File: config.mk
export PLATFORM = sky130hd
export DESIGN_NAME = cellrv32_board_reset_ctrl_flat
export DESIGN_NICKNAME = d
export VERILOG_FILES = /design/src/rtl/cellrv32_board_reset_ctrl_if.sv /design/src/rtl/cellrv32_board_reset_ctrl.sv /design/src/flat_wrapper.sv
export SDC_FILE = /design/constraint.sdc
export NUM_CORES = 1
export LEC_CHECK = 0
export CORE_UTILIZATION = 39
export DETAILED_ROUTE_END_ITERATION = 10
export PLACE_DENSITY = 0.71
export SLEW_MARGIN = 10
export SYNTH_ARGS = -nofsm -noshare
export SYNTH_HDL_FRONTEND = slang
export SYNTH_SLANG_ARGS = --single-unit
File: constraint.sdc
create_clock -name clk_i -period 2.13 [get_ports clk_i]
set_input_delay 0.5325 -clock clk_i [delete_from_list [all_inputs] [get_ports clk_i]]
set_output_delay 0.5325 -clock clk_i [all_outputs]
set_load 0.02 [all_outputs]
File: src/rtl/cellrv32_board_reset_ctrl_if.sv
// rtl/cellrv32_board_reset_ctrl_if.sv - board-side reset inputs and processor-side reset/RX outputs
interface cellrv32_board_reset_ctrl_if;
  logic       key_ni;
  logic       pll_locked_i;
  logic       sw_rst_req_i;
  logic       uart_rxd_i;
  logic       uart_rxd_o;
  logic       rstn_o;
  logic [1:0] rst_cause_o;

  // board/bench side: drives raw inputs, observes conditioned outputs
  modport master (
    output key_ni, pll_locked_i, sw_rst_req_i, uart_rxd_i,
    input  uart_rxd_o, rstn_o, rst_cause_o
  );

  // reset controller side
  modport slave (
    input  key_ni, pll_locked_i, sw_rst_req_i, uart_rxd_i,
    output uart_rxd_o, rstn_o, rst_cause_o
  );
endinterface

File: src/rtl/cellrv32_board_reset_ctrl.sv
// rtl/cellrv32_board_reset_ctrl.sv - board reset sequencer, key debouncer and UART RX synchronizer (optional debounce: CELLRV32_RSTGEN_DEBOUNCE_EN)
module cellrv32_board_reset_ctrl #(
  parameter int DEBOUNCE_CYCLES = 500000,
  parameter int HOLD_CYCLES     = 1024
) (
  input logic                         clk_i,
  input logic                         rstn_i,
  cellrv32_board_reset_ctrl_if.slave  bus
);

  localparam int HW = $clog2(HOLD_CYCLES);

  typedef enum logic [1:0] {
    ST_RESET = 2'd0,
    ST_HOLD  = 2'd1,
    ST_RUN   = 2'd2
  } state_t;

  logic          key_meta, key_sync;
  logic          pll_meta, pll_sync;
  logic          rxd_meta, rxd_sync;
  logic          key_stable;
  logic          src;
  state_t        state, state_next;
  logic [HW-1:0] hold_cnt;
  logic          rstn_q;
  logic [1:0]    cause_q;

  // two-flop synchronizers for every asynchronous board input
  always_ff @(posedge clk_i or negedge rstn_i) begin
    if (!rstn_i) begin
      key_meta <= 1'b1;
      key_sync <= 1'b1;
      pll_meta <= 1'b0;
      pll_sync <= 1'b0;
      rxd_meta <= 1'b1;
      rxd_sync <= 1'b1;
    end else begin
      key_meta <= bus.key_ni;
      key_sync <= key_meta;
      pll_meta <= bus.pll_locked_i;
      pll_sync <= pll_meta;
      rxd_meta <= bus.uart_rxd_i;
      rxd_sync <= rxd_meta;
    end
  end

`ifdef CELLRV32_RSTGEN_DEBOUNCE_EN
  localparam int DW = $clog2(DEBOUNCE_CYCLES);
  logic [DW-1:0] deb_cnt;

  // accept a new key level only after it has persisted DEBOUNCE_CYCLES cycles
  always_ff @(posedge clk_i or negedge rstn_i) begin
    if (!rstn_i) begin
      deb_cnt    <= '0;
      key_stable <= 1'b1;
    end else if (key_sync == key_stable) begin
      deb_cnt <= '0;
    end else if (deb_cnt == DW'(DEBOUNCE_CYCLES - 1)) begin
      key_stable <= key_sync;
      deb_cnt    <= '0;
    end else begin
      deb_cnt <= deb_cnt + DW'(1);
    end
  end
`else
  logic unused_debounce;
  assign unused_debounce = (DEBOUNCE_CYCLES > 1);
  assign key_stable      = key_sync;
`endif

  assign src = !key_stable || !pll_sync;

  // next-state: wait for sources to clear, stretch, then run until a source or sw request
  always_comb begin
    state_next = state;
    case (state)
      ST_RESET: if (!src) state_next = ST_HOLD;
      ST_HOLD: begin
        if (src)                                    state_next = ST_RESET;
        else if (hold_cnt == HW'(HOLD_CYCLES - 1)) state_next = ST_RUN;
      end
      ST_RUN:   if (src || bus.sw_rst_req_i) state_next = ST_RESET;
      default:  state_next = ST_RESET;
    endcase
  end

  // state, hold counter, registered reset output and latched reset cause
  always_ff @(posedge clk_i or negedge rstn_i) begin
    if (!rstn_i) begin
      state    <= ST_RESET;
      hold_cnt <= '0;
      rstn_q   <= 1'b0;
      cause_q  <= 2'b00;
    end else begin
      state    <= state_next;
      hold_cnt <= (state == ST_HOLD && state_next == ST_HOLD) ? hold_cnt + HW'(1) : '0;
      rstn_q   <= (state_next == ST_RUN);
      if (state != ST_RESET && state_next == ST_RESET) begin
        if (!pll_sync)        cause_q <= 2'b10;
        else if (!key_stable) cause_q <= 2'b01;
        else                  cause_q <= 2'b11;
      end
    end
  end

  assign bus.rstn_o      = rstn_q;
  assign bus.rst_cause_o = cause_q;
  assign bus.uart_rxd_o  = rxd_sync;

endmodule

File: src/flat_wrapper.sv
// flat-port wrapper written by rule: the top's interface ports become plain ports
module cellrv32_board_reset_ctrl_flat 
#(
  parameter int DEBOUNCE_CYCLES = 500000,
  parameter int HOLD_CYCLES     = 1024
)
  (clk_i, rstn_i, bus_key_ni, bus_pll_locked_i, bus_sw_rst_req_i, bus_uart_rxd_i, bus_uart_rxd_o, bus_rstn_o, bus_rst_cause_o);
  cellrv32_board_reset_ctrl_if bus_i ();
  input logic clk_i;
  input logic rstn_i;
  input wire logic [$bits(bus_i.key_ni)-1:0] bus_key_ni;
  input wire logic [$bits(bus_i.pll_locked_i)-1:0] bus_pll_locked_i;
  input wire logic [$bits(bus_i.sw_rst_req_i)-1:0] bus_sw_rst_req_i;
  input wire logic [$bits(bus_i.uart_rxd_i)-1:0] bus_uart_rxd_i;
  output wire logic [$bits(bus_i.uart_rxd_o)-1:0] bus_uart_rxd_o;
  output wire logic [$bits(bus_i.rstn_o)-1:0] bus_rstn_o;
  output wire logic [$bits(bus_i.rst_cause_o)-1:0] bus_rst_cause_o;
  assign bus_i.key_ni = bus_key_ni;
  assign bus_i.pll_locked_i = bus_pll_locked_i;
  assign bus_i.sw_rst_req_i = bus_sw_rst_req_i;
  assign bus_i.uart_rxd_i = bus_uart_rxd_i;
  assign bus_uart_rxd_o = bus_i.uart_rxd_o;
  assign bus_rstn_o = bus_i.rstn_o;
  assign bus_rst_cause_o = bus_i.rst_cause_o;
  cellrv32_board_reset_ctrl #(.DEBOUNCE_CYCLES(DEBOUNCE_CYCLES), .HOLD_CYCLES(HOLD_CYCLES)) u_core (.clk_i(clk_i), .rstn_i(rstn_i), .bus(bus_i));
endmodule
# Word level (Yosys, flattened, before mapping)
# Cells that the tools add are included.
[classes]
n_addsub = 1
eq_ne = 5
n_mux = 8
n_reduce_logical = 9
[op_table]
columns = ["cell", "count"]
rows = [
  ["$mux 2", 6],
  ["$add 10x1->10 const B", 1],
  ["$eq 10x10->1 const B", 1],
  ["$mux 10", 1],
  ["$pmux 2 s3", 1],
  ["$eq 2x1->1 const B", 2],
  ["$eq 2x2->1 const B", 2],
  ["$logic_not 2->1", 2],
  ["$logic_and 1x1->1", 2],
  ["$logic_not 1->1", 2],
  ["$logic_or 1x1->1", 2],
  ["$reduce_bool 2->1", 1],
]
[totals]
register_bits = 21
inputBits = 6
output_inout_bits = 4
elab_cells = 33

# Depth between registers and ports, before layout
[logic_depth]
word_depth = 8
depth_mapped = 5
mapped_depth_nobuf = 5

# Worst setup path before layout
# OpenSTA, ideal clock, no wires.
[synth_path]
path_type = "reg-to-reg"
startpoint = "reg u_core.key_sync (netlist: u_core.key_stable)"
endpoint = "reg u_core.hold_cnt[7]"
setup_time_ns = 0.096
arrival_ns = 1.434
path_slack_ns = 0.600
path_stages_with_launch = 5
synth_period_minus_slack_ns = 1.530
cell_sequence = "dfstp_2 -> nor2b_1 -> nand3_2 -> or4_1 -> o31ai_1"
[synth_via]
elab_chain_len = 8
[synth_rtl]
columns = ["element", "line_no", "rtl"]
rows = [
  ["start: declaration", "cellrv32_board_reset_ctrl.sv:19", "logic key_meta, key_sync;"],
  ["start signal: assignment", "cellrv32_board_reset_ctrl.sv:40", "key_sync <= key_meta;"],
  ["$logic_not 1->1 (*)", "cellrv32_board_reset_ctrl.sv:72", "assign src = !key_stable || !pll_sync;"],
  ["$logic_or 1x1->1 (*)", "cellrv32_board_reset_ctrl.sv:72", ""],
  ["$logic_or 1x1->1", "cellrv32_board_reset_ctrl.sv:83", "ST_RUN: if (src || bus.sw_rst_req_i) state_next = ST_RESET;"],
  ["$mux 2", "cellrv32_board_reset_ctrl.sv:83", ""],
  ["$pmux 2 s3 (*)", "cellrv32_board_reset_ctrl.sv:77", "case (state)"],
  ["$eq 2x1->1 (*)", "cellrv32_board_reset_ctrl.sv:97", "hold_cnt <= (state == ST_HOLD && state_next == ST_HOLD) ? hold_cnt + HW'(1) : '0;"],
  ["$logic_and 1x1->1 (*)", "cellrv32_board_reset_ctrl.sv:97", ""],
  ["$mux 10 (*)", "cellrv32_board_reset_ctrl.sv:97", ""],
  ["end signal: assignment", "cellrv32_board_reset_ctrl.sv:97", ""],
  ["end: declaration", "cellrv32_board_reset_ctrl.sv:25", "logic [HW-1:0] hold_cnt;"],
]
# Every way passes the cells marked *; elsewhere a longest branch is shown, timed or not.
# A chain may end at the register's enable or synchronous reset.

# Final worst setup path
[layout_path]
startpoint = "reg u_core.rxd_sync (netlist: u_core.bus.uart_rxd_o)"
endpoint = "out bus_uart_rxd_o"
[layout_lines]
columns = ["element", "line_no", "rtl"]
rows = [
  ["start: declaration", "cellrv32_board_reset_ctrl.sv:21", "logic rxd_meta, rxd_sync;"],
  ["start signal: assignment", "cellrv32_board_reset_ctrl.sv:44", "rxd_sync <= rxd_meta;"],
  ["end: declaration", "flat_wrapper.sv:15", "output wire logic [$bits(bus_i.uart_rxd_o)-1:0] bus_uart_rxd_o;"],
]
# No word-level cell between the ends.

==> results.txt <==
- At the end of routability-driven placement, the weighted congestion stood at 0.860.
- Part of the total power dissipated in combinational logic: 8.5%
- Ys async rst share: 100%
* Average routed wire per standard cell: 11.6 um
* Post-Layout Inst Area: 1020 um^2
* Num ports: 10
- Mean instance size in the synthesized netlist: 11.5 um^2
- The die is 48.9 um wide.
- Total iterations of the first detailed-routing run: 4
* Number of cell rows: 16
* Cell-internal power: 515 uW
- Fraction of power consumed by sequential logic: 63.0%
- Depth of the worst register-to-register path: 4
- STA classifies the critical path endpoint as an output pin.
* Adder and majority gate portion of the synthesized area: 1.46%
- Ordered list of cells on the worst path: clkdlybuf4s50_1
* Ranking of synthesized cells by instance count: 17 x dfrtp_1, 11 x nor2_1, 5 x nand3_1
- Vias after detailed routing: 567
* Category of cells accounting for the largest share of critical-path delay: buffers and inverters
* WP data required: 1600 ps
* Final HPWL from detailed placement: 980 um
- Number of buffers created by CTS: 3
- Critical Setup Path Class: flop to output pin
- Final net count: 97
- Once placement finished, the instance area stood at 991 um^2.
- For this design the ratio of total power to cell area is 658 nW/um^2.
- The worst path needs 1960 ps of the cycle, external delays included.
- Clock latency on the worst-skew pair, taken at its later pin, is 300 ps.
* Number of register bits inferred by synthesis: 21
* Status: completed
- Count of maximum capacitance violations: 0
- Setup repair bufs after CTS: 0
* Synth warnings: 0
* Detailed router's first-iteration violation count: 9
* Largest cells by area after synthesis: dfrtp_1 49%, dfstp_2 12%, nor2_1 4.8%, xor2_1 4.1%, nand3_1 2.9%
- Among all stages on the critical path, the largest delay is contributed by clkdlybuf4s50_1.
- Unrepaired setup endpoints after global routing: no
- Sequential elements use 61.7% of the synthesized area.
- GRT overflow: 0
* Sw power: 157 uW
* Crit share post-route: 91.8%
* Hold path start: u_core.key_meta
- Floorplan Core Area: 2020 um^2
- The synthesized netlist devotes 6.11% of its cell area to XOR and XNOR gates.
- FMAX: 511 MHz
- Overall routed net length: 1350 um
- After synthesis the cells add up to 860 um^2.
* Setup tns final: 0 ps
- In the post-synthesis netlist, the cell with the most instances is dfrtp_1.
- From synthesis to final layout, the design area changed by 18.8%.
- The setup check on the worst reg-to-reg path leaves a slack of 420 ps.
* Sort of element at the start of the critical path: flop
- After synthesis, the largest family of logic cells by area is simple AND/OR/NAND/NOR gates.
- Endpoints failing setup: 0
- In this run the vertical extent of the chip is 48.9 um.
* Worst r2r dst: u_core.hold_cnt[7]
* Switching Share: 23.3%
- Post-synth EDFFs: 0
* Number of hold violations in the final report: 0
- The floorplan step defined a die boundary enclosing 2400 um^2.
- Number of stages on the worst hold path: 0
- Min-delay worst type: flop to flop
- Once detail routing completed, the nets flagged for antenna violations numbered 0.
- Number of port buffers: 9
- Counting every net in the synthesized netlist gives 82.
* Number of hold buffers added after CTS: 0
- Once the floorplan was initialized, standard cells occupied 42.5% of the core.
- The clock network is responsible for 28.6% of the overall power.
* Min-Delay Endpoint: u_core.key_stable
* Post-synthesis cell type with the largest combined area: dfrtp_1
- Multiplexer area fraction after synthesis: 0%
- Cell at the root of the clock tree: clkbuf_4
- The clock arrives with 4.10 ps of skew.
- CTS tree: done
* Slew at the pin with the worst max-slew slack: 259 ps
- H-tree levels: 1
- For this run, the slowest stage of the critical path takes 590 ps.
- Layout filler cell count: 181
- Number of buffers and inverters on the critical path: 1
* P_leak: 0.414 nW
* Post-Route Utilization: 50.5%
- Critical Path Fanout Max: 1
* Clock slew at the register clock pins of the worst setup and hold paths: 120 ps
- The number of antenna violations at the first check in global routing came to 0.
* Critical Path AT: 1420 ps
- The synthesized netlist contains 28 unique library cells.
- The first global-routing pass estimated 2360 um of wire.
- Clock sink total: 21
- The most used flip-flop cell after synthesis is dfrtp_1.
- Global routing used 13.1% of the available tracks across all layers.
- Number of design rule violations left after detail routing: 0
* Maximum vdd drop: 0.367 mV
- After detailed placement, the design holds a cell count of 112.
* Count of pins over their slew limit: 0
- Number of diodes: 0
- Hold slack: 364 ps
* Longest Clk Path Bufs: 2
* Proportion of layout cells with a drive suffix above 1: 13.5%
* Basic-gate share of the synthesized area counting and, or, nand and nor cells: 19.4%
- The startpoint identified for the worst register-to-register timing path is u_core.key_stable.
- Largest net degree at the start of global routing: 22
* Complex-gate fraction of the synthesized area: 9.61%
* Vias per std cell: 4.89
* Fraction of post-synthesis cell area in the top cell type by area: 49.5%
- The number of global-route vias before repair came to 528.
* Syn Inst Count: 75
- The worst pin sits at a relative slew slack of 82.7%.
- Number of cells upsized or downsized after cts: 0
* Non-filler cells in the finished layout: 116
==> state kept, by name, indices dropped and copies added (netlist names) <==
| signal | count |
|---|---|
| u_core.key_stable | 1 |
| u_core.state | 2 |
| u_core.pll_meta | 1 |
| u_core.bus.rst_cause_o | 2 |
| u_core.rxd_meta | 1 |
| u_core.bus.rstn_o | 1 |
| u_core.hold_cnt | 10 |
| u_core.key_meta | 1 |
| u_core.pll_sync | 1 |
| u_core.bus.uart_rxd_o | 1 |
==> worst max-delay path by stage <==
stage                           from                         to  slack (ps)  cells after the start
2_1_floorplan      u_core.key_stable         u_core.hold_cnt[7]         600                      4
3_3_place_gp        bus_sw_rst_req_i  u_core.bus.rst_cause_o[0]         460                      5
3_5_place_dp        bus_sw_rst_req_i  u_core.bus.rst_cause_o[0]         430                      5
4_1_cts        u_core.bus.uart_rxd_o             bus_uart_rxd_o         150                      1
5_1_grt        u_core.bus.uart_rxd_o             bus_uart_rxd_o         120                      1
6_report       u_core.bus.uart_rxd_o             bus_uart_rxd_o         170                      1
==> cell families after synthesis <==
kind of cell	after synthesis
AO/OA/AOI/OAI	12
XOR/XNOR	6
adder cells (fa/ha/maj)	1
buffers and inverters	4
flip-flops	21
AND/OR/NAND/NOR	31
==> area by class of cell <==
| cell class | instances | area (um^2) | area share [%] |
|---|---|---|---|
| sequential | 21 | 531 | 52.0 |
| timing repair buffer | 10 | 97.6 | 9.56 |
| tap | 27 | 33.8 | 3.31 |
| clock inverter | 1 | 7.51 | 0.735 |
| clock buffer | 3 | 22.5 | 2.21 |
| multi-input combinational | 50 | 314 | 30.8 |
| inverter | 4 | 15.0 | 1.47 |
==> power by group through the flow <==
stage / clock network (mW) / registers, mW / logic [mW]
3_3_place_gp: 0 / 0.430 / 0.0571
5_1_grt: 0.221 / 0.425 / 0.0625
6_report: 0.192 / 0.423 / 0.0568
2_1_floorplan: 0 / 0.438 / 0.0139
3_5_place_dp: 0 / 0.430 / 0.0583
4_1_cts: 0.202 / 0.423 / 0.0583
==> per-layer routing <==
metal  up-vias  track usage [%]  part of all wire (%)
met4         0             7.35                   1.4
li1        289                -                     -
met3         2             2.80                   1.9
met2         6             18.1                    48
met5         -                0                     0
met1       270             19.0                    49
==> through the flow <==
stage	worst slack, ps	power, mW
after CTS	151	0.684
after floorplan	600	0.452
after detailed placement	427	0.488
final	174	0.672
after global routing	124	0.708
after global placement	455	0.487
==> cell usage in the layout, fill, tap and decap left out, drive strengths merged <==
cell type      count
o22a               1
or2b               1
nand2b             1
o22ai              2
nand4              3
clkdlybuf4s50      9
or3                1
o211a              1
nor2              11
nor2b              1
a2bb2oi            1
o32a               1
a21oi              3
clkinvlp           1
o31ai              1
xnor2              2
o21ai              2
clkbuf             3
ha                 1
xor2               4
and2               1
buf                1
and4               1
nand3              6
or4                1
dfstp              4
and3               1
nand2              3
inv                4
dfrtp             17
Power figures use the tool's default switching activity.
